**src/rtl/pwm_seq_pkg.sv**
```systemverilog
// Shared types and constants for the PWM channel sequencer.
// - state_e     : sequencer FSM states
// - CFG_W       : width of one per-channel control word
// - *_LSB/*_BIT : bit positions inside a control word
package pwm_seq_pkg;

  localparam int unsigned CFG_W    = 10;
  localparam int unsigned FIELD_W  = 3;
  localparam int unsigned DIV_LSB  = 0;
  localparam int unsigned DUTY_LSB = 3;
  localparam int unsigned LOAD_BIT = 7;
  localparam int unsigned RST_BIT  = 8;
  localparam int unsigned EN_BIT   = 9;

  typedef enum logic [2:0] {
    StIdle,
    StStartRst,
    StStagger,
    StRun,
    StStop
  } state_e;

  // STOP is reported externally with the RUN code; busy tells them apart.
  function automatic logic [1:0] state_code(input state_e s);
    logic [1:0] code;
    code = 2'd0;
    unique case (s)
      StIdle:     code = 2'd0;
      StStartRst: code = 2'd1;
      StStagger:  code = 2'd2;
      StRun:      code = 2'd3;
      StStop:     code = 2'd3;
      default:    code = 2'd0;
    endcase
    return code;
  endfunction

endpackage

```
**src/rtl/pwm_ch_shadow.sv**
```systemverilog
// Per-channel shadow/active control word holder.
// - clk_i, rst_i       : clock, synchronous active-high reset
// - start_i            : sequence accepted; capture div/duty into shadow and active, clear state
// - run_i, stop_i      : sequencer is in RUN / STOP
// - en_set_i, en_clr_i : enable this channel / force it off
// - rst_bit_i          : channel reset bit to place in the output word
// - div_duty_i, ld_i   : software div/duty and load request level
// - period_done_i      : end-of-period pulse from the generator
// - word_o, en_o       : control word to the generator, enable state
module pwm_ch_shadow
  import pwm_seq_pkg::*;
(
  input  logic                 clk_i,
  input  logic                 rst_i,
  input  logic                 start_i,
  input  logic                 run_i,
  input  logic                 stop_i,
  input  logic                 en_set_i,
  input  logic                 en_clr_i,
  input  logic                 rst_bit_i,
  input  logic [2*FIELD_W-1:0] div_duty_i,
  input  logic                 ld_i,
  input  logic                 period_done_i,
  output logic [CFG_W-1:0]     word_o,
  output logic                 en_o
);

  logic                 ld_prev_q;
  logic [2*FIELD_W-1:0] shadow_q, shadow_d;
  logic [2*FIELD_W-1:0] active_q, active_d;
  logic                 pend_q, pend_d;
  logic                 load_q, load_d;
  logic                 en_q, en_d;
  logic                 capture, apply;

  always_comb begin
    capture  = run_i & ld_i & ~ld_prev_q;
    apply    = run_i & period_done_i & pend_q;
    shadow_d = shadow_q;
    active_d = active_q;
    pend_d   = pend_q;
    load_d   = 1'b0;
    en_d     = en_q;
    if (start_i) begin
      shadow_d = div_duty_i;
      active_d = div_duty_i;
      pend_d   = 1'b0;
      en_d     = 1'b0;
    end else begin
      // Apply uses the old shadow; a coincident capture stays pending.
      if (apply) active_d = shadow_q;
      if (capture) shadow_d = div_duty_i;
      pend_d = capture | (pend_q & ~apply);
      load_d = apply;
      if (en_clr_i) begin
        en_d = 1'b0;
      end else if (en_set_i) begin
        en_d = 1'b1;
      end else if (stop_i && period_done_i) begin
        en_d = 1'b0;
      end
    end
  end

  always_ff @(posedge clk_i) begin
    // Edge detector tracks the input even in reset so no false edge follows it.
    ld_prev_q <= ld_i;
    if (rst_i) begin
      shadow_q <= '0;
      active_q <= '0;
      pend_q   <= 1'b0;
      load_q   <= 1'b0;
      en_q     <= 1'b0;
    end else begin
      shadow_q <= shadow_d;
      active_q <= active_d;
      pend_q   <= pend_d;
      load_q   <= load_d;
      en_q     <= en_d;
    end
  end

  always_comb begin
    word_o                             = '0;
    word_o[DIV_LSB +: 2*FIELD_W]       = active_q;
    word_o[LOAD_BIT]                   = load_q;
    word_o[RST_BIT]                    = rst_bit_i;
    word_o[EN_BIT]                     = en_q;
  end

  assign en_o = en_q;

endmodule

```
**src/rtl/pwm_seq_ctrl.sv**
```systemverilog
// PWM channel startup/shutdown sequencer.
// - clk_axi, rst            : clock, synchronous active-high reset
// - go, halt                : levels; rising edges start / stop a sequence
// - ch_mask, stagger_cyc    : channels taking part, cycles between enables
// - cfg_in                  : software words per channel (div, duty, load request)
// - period_done             : end-of-period pulses from the generators
// - cfg_out                 : control words to the generators
// - ch_running, busy        : per-channel enable, sequencer not idle
// - state_o, err            : external state code, sticky error
module pwm_seq_ctrl
  import pwm_seq_pkg::*;
#(
  parameter int unsigned N_CH      = 6,
  parameter int unsigned STAGGER_W = 16,
  parameter int unsigned RST_CYC   = 4,
  parameter int unsigned STOP_TO   = 1024
) (
  input  logic                  clk_axi,
  input  logic                  rst,
  input  logic                  go,
  input  logic                  halt,
  input  logic [N_CH-1:0]       ch_mask,
  input  logic [STAGGER_W-1:0]  stagger_cyc,
  input  logic [N_CH*CFG_W-1:0] cfg_in,
  input  logic [N_CH-1:0]       period_done,
  output logic [N_CH*CFG_W-1:0] cfg_out,
  output logic [N_CH-1:0]       ch_running,
  output logic                  busy,
  output logic [1:0]            state_o,
  output logic                  err
);

  localparam int unsigned RstCntW = $clog2(RST_CYC + 1);
  localparam int unsigned ToW     = $clog2(STOP_TO + 1);

  state_e               state_q, state_d;
  logic                 go_q, halt_q;
  logic [N_CH-1:0]      mask_q, mask_d;
  logic [STAGGER_W-1:0] stagger_q, stagger_d;
  logic [N_CH-1:0]      wait_q, wait_d;
  logic [RstCntW-1:0]   rst_cnt_q, rst_cnt_d;
  logic [STAGGER_W-1:0] stg_cnt_q, stg_cnt_d;
  logic [ToW-1:0]       to_cnt_q, to_cnt_d;
  logic                 err_q, err_d;

  logic                 go_edge, halt_edge, start, en_clr;
  logic [N_CH-1:0]      en_set, mask_low, wait_low;
  logic [STAGGER_W-1:0] stg_target;

  assign go_edge    = go & ~go_q;
  assign halt_edge  = halt & ~halt_q;
  assign mask_low   = mask_q & (~mask_q + N_CH'(1));
  assign wait_low   = wait_q & (~wait_q + N_CH'(1));
  assign stg_target = (stagger_q == '0) ? STAGGER_W'(1) : stagger_q;

  always_comb begin
    state_d   = state_q;
    mask_d    = mask_q;
    stagger_d = stagger_q;
    wait_d    = wait_q;
    rst_cnt_d = rst_cnt_q;
    stg_cnt_d = stg_cnt_q;
    to_cnt_d  = to_cnt_q;
    err_d     = err_q;
    start     = 1'b0;
    en_set    = '0;
    en_clr    = 1'b0;
    unique case (state_q)
      StIdle: begin
        // halt wins over a coincident go
        if (go_edge && !halt_edge) begin
          if (ch_mask != '0) begin
            mask_d    = ch_mask;
            stagger_d = stagger_cyc;
            rst_cnt_d = '0;
            err_d     = 1'b0;
            start     = 1'b1;
            state_d   = StStartRst;
          end else begin
            err_d = 1'b1;
          end
        end
      end
      StStartRst: begin
        if (halt_edge) begin
          en_clr  = 1'b1;
          state_d = StIdle;
        end else if (rst_cnt_q == RstCntW'(RST_CYC - 1)) begin
          // First enable lands in the cycle right after reset ends.
          en_set    = mask_low;
          wait_d    = mask_q & ~mask_low;
          stg_cnt_d = STAGGER_W'(1);
          state_d   = StStagger;
        end else begin
          rst_cnt_d = rst_cnt_q + RstCntW'(1);
        end
      end
      StStagger: begin
        if (halt_edge) begin
          en_clr  = 1'b1;
          state_d = StIdle;
        end else if (wait_q == '0) begin
          state_d = StRun;
        end else if (stg_cnt_q >= stg_target) begin
          en_set    = wait_low;
          wait_d    = wait_q & ~wait_low;
          stg_cnt_d = STAGGER_W'(1);
        end else begin
          stg_cnt_d = stg_cnt_q + STAGGER_W'(1);
        end
      end
      StRun: begin
        if (halt_edge) begin
          to_cnt_d = '0;
          state_d  = StStop;
        end
      end
      StStop: begin
        if (ch_running == '0) begin
          state_d = StIdle;
        end else if (to_cnt_q == ToW'(STOP_TO - 1)) begin
          en_clr = 1'b1;
          err_d  = 1'b1;
        end
        if (to_cnt_q != ToW'(STOP_TO)) to_cnt_d = to_cnt_q + ToW'(1);
      end
      default: state_d = StIdle;
    endcase
  end

  always_ff @(posedge clk_axi) begin
    go_q   <= go;
    halt_q <= halt;
    if (rst) begin
      state_q   <= StIdle;
      mask_q    <= '0;
      stagger_q <= '0;
      wait_q    <= '0;
      rst_cnt_q <= '0;
      stg_cnt_q <= '0;
      to_cnt_q  <= '0;
      err_q     <= 1'b0;
    end else begin
      state_q   <= state_d;
      mask_q    <= mask_d;
      stagger_q <= stagger_d;
      wait_q    <= wait_d;
      rst_cnt_q <= rst_cnt_d;
      stg_cnt_q <= stg_cnt_d;
      to_cnt_q  <= to_cnt_d;
      err_q     <= err_d;
    end
  end

  for (genvar i = 0; i < N_CH; i++) begin : g_ch
    logic [CFG_W-1:0] word;
    logic             unused_cfg;

    // Bits 6, 8 and 9 of the software word carry nothing.
    assign unused_cfg = ^{cfg_in[i*CFG_W+6], cfg_in[i*CFG_W+RST_BIT], cfg_in[i*CFG_W+EN_BIT]};

    pwm_ch_shadow u_shadow (
      .clk_i         (clk_axi),
      .rst_i         (rst),
      .start_i       (start),
      .run_i         (state_q == StRun),
      .stop_i        (state_q == StStop),
      .en_set_i      (en_set[i]),
      .en_clr_i      (en_clr),
      .rst_bit_i     ((state_q == StStartRst) && mask_q[i]),
      .div_duty_i    (cfg_in[i*CFG_W+DIV_LSB +: 2*FIELD_W]),
      .ld_i          (cfg_in[i*CFG_W+LOAD_BIT]),
      .period_done_i (period_done[i]),
      .word_o        (word),
      .en_o          (ch_running[i])
    );

    assign cfg_out[i*CFG_W +: CFG_W] = mask_q[i] ? word : '0;
  end

  assign busy    = (state_q != StIdle);
  assign state_o = state_code(state_q);
  assign err     = err_q;

endmodule

```
**config.mk**
```make
export PLATFORM = sky130hd
export DESIGN_NAME = pwm_seq_ctrl
export DESIGN_NICKNAME = d
export VERILOG_FILES = /design/src/rtl/pwm_seq_pkg.sv /design/src/rtl/pwm_ch_shadow.sv /design/src/rtl/pwm_seq_ctrl.sv
export SDC_FILE = /design/constraint.sdc
export NUM_CORES = 1
export LEC_CHECK = 0
export BUFFER_PORTS_ARGS = -buffer_cell sky130_fd_sc_hd__buf_2
export CAP_MARGIN = 20
export CORE_MARGIN = 4
export CORE_UTILIZATION = 50
export CTS_CLUSTER_DIAMETER = 40
export DETAILED_ROUTE_END_ITERATION = 10
export PLACE_DENSITY = 0.73
export SKIP_LAST_GASP = 1
export SYNTH_ARGS = -nofsm -noshare
export SYNTH_HDL_FRONTEND = slang
export SYNTH_HIERARCHICAL = 1
export SYNTH_SLANG_ARGS = --single-unit
```
**constraint.sdc**
```tcl
create_clock -name clk_axi -period 3.54 [get_ports clk_axi]
set_input_delay 0.177 -clock clk_axi [delete_from_list [all_inputs] [get_ports clk_axi]]
set_output_delay 0.177 -clock clk_axi [all_outputs]
set_load 0.005 [all_outputs]
```
==> metrics.md <==
| Metric | Value |
|---|---|
| Initial core utilization | `51.2%` |
| Number of antenna violations at the first check in global routing | `0` |
| Result of the run | `completed` |
| Syn Std Cell Area | `8520 um^2` |
| Most Crowded Layer GR | `met2` |
| Clock tree root buffer cell | `clkbuf_16` |
| Placed wire-length estimate | `13400 um` |
| 1st-iter DRT viols | `280` |
| Chip Width | `139 um` |
| Overflow left after global routing | `0` |
| Clock-pin transition on the worst setup and hold timing paths | `0.06 ns` |
| Max-cap check violation count | `0` |
| Total Routed Length | `19000 um` |
| Post-layout nets | `1158` |
| Startpoint of the lowest-slack hold path | `stagger_cyc[14]` |
| Crit path max fanout | `13` |
| Pwr Total | `4.28 mW` |
| Vias in the first global route | `6639` |
| Net count of the mapped netlist | `1035` |
| Residual DRC count | `0` |
| Leading post-synthesis cells by instance count | `dfxtp_1, nand2_1, nand2b_1, mux2i_1, and2_1` |
| Min Tclk post-route | `2.92 ns` |
| Cell Pwr Density | `431 nW/um^2` |
| Setup Total Neg Slack | `0 ns` |
| Final number of max-transition violations | `0` |
| Flip-flop cell with the highest count after synthesis | `dfxtp_1` |
| Hold violation total from the final report | `0` |
| Resize count post-CTS | `0` |
| Share of cells above drive strength 1 | `26.6%` |
| Pin count of the biggest net entering global routing | `68` |
| Boundary Pins | `162` |
| Met2 usage | `32.0%` |
| TritonCTS Buffers | `17` |
| Number of port buffers | `137` |
| Top post-synthesis cells by area | `dfxtp_1, mux2i_1, nand2b_1, a211oi_2, and2_1` |
| Clock tree from TritonCTS | `yes` |
| Number of warnings printed during yosys synthesis | `6` |
| Cell accounting for the most synthesized area | `dfxtp_1` |
| Pin slew with the least headroom to its limit | `0.842 ns` |
| Path category of the worst min-delay check | `in -> reg` |
| Placer congestion estimate | `0.809` |
| Met3 usage in global routing | `5.14%` |
| Worst supply voltage drop on vdd | `0.391 mV` |
| Max_slew headroom | `43.8%` |
| Synth top area share | `37.4%` |
| Post-synthesis to final-layout area growth | `16.6%` |
| Data arrival, critical path | `3.27 ns` |
| Tcrit/Tclk final | `82.4%` |
| Setup clock skew after layout | `0.00905 ns` |
| Type of the worst setup path | `reg -> reg` |
| Count of TritonRoute iterations in the first routing pass | `5` |
| Synth cell types | `64` |
| Top-count cell post-synth | `dfxtp_1` |
| Via count | `6763` |
| Kind of launch point of the worst setup path | `register` |
| Count of endpoints failing setup in the final report | `0` |
| Required time of the worst setup path | `3.89 ns` |
| Share of synthesized registers carrying an async set or reset | `0%` |
| Fraction of met1 tracks used by global routing | `26.0%` |
| Via density per instance | `5.29` |
| Synthesized area divided by synthesized cell count | `9.24 um^2` |
| Height of the die | `139 um` |
| Antenna diode count | `0` |
| FF-to-FF Start | `stagger_q[7]` |
| Setup crit end kind | `register` |
| Sequential element share of the synthesized area | `37.4%` |
| #FFs+latches synth | `159` |
| Routed len/inst | `14.9 um` |
| Number of inserted filler cells in the final layout | `1445` |
| Number of sinks driven by the clock tree | `159` |
| Die footprint | `19200 um^2` |
| Core region area | `16600 um^2` |
| Unrepaired setup endpoints after global routing | `false` |
| Crit. Startpoint | `stagger_q[7]` |
| Clock latency at the later pin of the worst-skew pair | `0.42 ns` |
| H-tree level count | `4` |
| Area taken by flip-flops and latches | `3180 um^2` |
| Leakage dissipation | `4.13 nW` |
| Number of enable flip-flop cells after synthesis | `0` |
| Maximum number of buffers from clock root to sink | `2` |
| Area of the multi-input gates | `4760 um^2` |
| Synth Instances | `922` |
| Upper clock frequency limit | `0.343 GHz` |
| Number of routed nets with antenna violations | `0` |
| Wire length of the first global-routing pass | `31900 um` |
| Overall Global Routing Usage | `19.8%` |
| Cell row count | `47` |
metal layers:
layer | vias up | routed length (um)
li1 | 3408 | -
met1 | 3166 | 8810
met2 | 175 | 8820
met3 | 14 | 1170
met4 | 0 | 204
met5 | - | 0
worst max-delay path, cell delays in order (launching register included):
cell and delay (ns):
dfxtp_1 0.33, nor4_1 0.36, a41o_1 0.23, ha_1 0.22, nand2b_1 0.16, a2111oi_2 0.46
a2111oi_4 0.12, nor4b_4 0.50, o21bai_2 0.08, buf_4 0.24, a21oi_1 0.14
worst paths after layout:
path	end	slack, ns	cells after the start
worst min register to register	rst_cnt_q[2]	0.46	2
worst max register to register	stg_cnt_q[1]	0.62	10
worst max-delay path	stg_cnt_q[1]	0.62	10
worst min-delay path	stagger_q[14]	0.02	3
sequential cells by signal, indices dropped and copies added, names as in the netlist, 11 cells and up:
signal / cells
g_ch.u_shadow/active_q: 36
g_ch.u_shadow/shadow_q: 36
stagger_q: 16
stg_cnt_q: 16
to_cnt_q: 11
power breakdown:
part / switching (mW) / leakage, nW / total, mW / internal, mW
sequential: 0.0539 / 1.29 / 1.92 / 1.86
combinational: 0.293 / 2.56 / 0.534 / 0.242
clock: 0.741 / 0.279 / 1.83 / 1.09
cell type report:
cell class	instances	area share, %
multi-input combinational	667	47.9
sequential	159	32.0
timing repair buffer	174	10.3
clock buffer	22	4.67
tap	220	2.77
clock inverter	10	1.30
inverter	26	1.01
cells by family (layout without fill, tap and decap cells):
family / count (synthesis) / in the layout / share of synthesized area [%]
AND/OR/NAND/NOR: 411 / 411 / 28.7
flip-flops: 159 / 159 / 37.4
AO/OA/AOI/OAI: 132 / 132 / 12.7
buffers and inverters: 96 / 232 / 6.81
multiplexers: 75 / 75 / 8.82
XOR/XNOR: 22 / 22 / 2.26
adder cells (fa/ha/maj): 21 / 21 / 3.08
other: 6 / 6 / 0.264
what timing repair did:
| action | in CTS | in global routing |
|---|---|---|
| buffers inserted | 0 | 0 |
| hold buffers | 24 | 0 |
| setup endpoints to repair | 0 | 0 |
| hold endpoints to repair | 24 | 0 |
cell usage in the layout, fill, tap and decap left out, types with 7 or more instances in the layout:
cell type | netlist | final
and3_1 | 13 | 13
ha_1 | 21 | 21
nand2_1 | 78 | 78
buf_2 | 8 | 136
nor2_2 | 24 | 24
and2_1 | 60 | 60
nand4_1 | 8 | 8
nand3_1 | 22 | 22
a21oi_1 | 51 | 51
a211oi_2 | 37 | 37
dlygate4sd3_1 | 0 | 24
nor3_1 | 16 | 16
nor4_1 | 13 | 13
nor2_1 | 45 | 45
xor2_1 | 15 | 15
xnor2_1 | 7 | 7
buf_4 | 24 | 14
nand2b_1 | 77 | 77
nor2_4 | 10 | 10
nor4b_1 | 7 | 7
o21ai_0 | 8 | 8
inv_1 | 25 | 24
mux2i_1 | 74 | 74
dfxtp_1 | 159 | 159
clkbuf_16 | 0 | 17
through the flow:
| stage | hold slack [ns] | instance area (um^2) | cells | setup slack [ns] | util, % |
|---|---|---|---|---|---|
| 5_1_grt | 0.0152 | 9940 | 1278 | 0.400 | 59.7 |
| 2_1_floorplan | 0.205 | 8520 | 922 | 0.952 | - |
| 6_report | 0.0182 | 9940 | 1278 | 0.623 | 59.7 |
| 4_1_cts | 0.00333 | 9940 | 1278 | 0.575 | 59.7 |
| 3_5_place_dp | 0.296 | 9100 | 1222 | 0.609 | 54.7 |
| 3_3_place_gp | 0.294 | 9100 | 1222 | 0.656 | 54.7 |
Note: power is estimated with default switching activity, not from simulation.
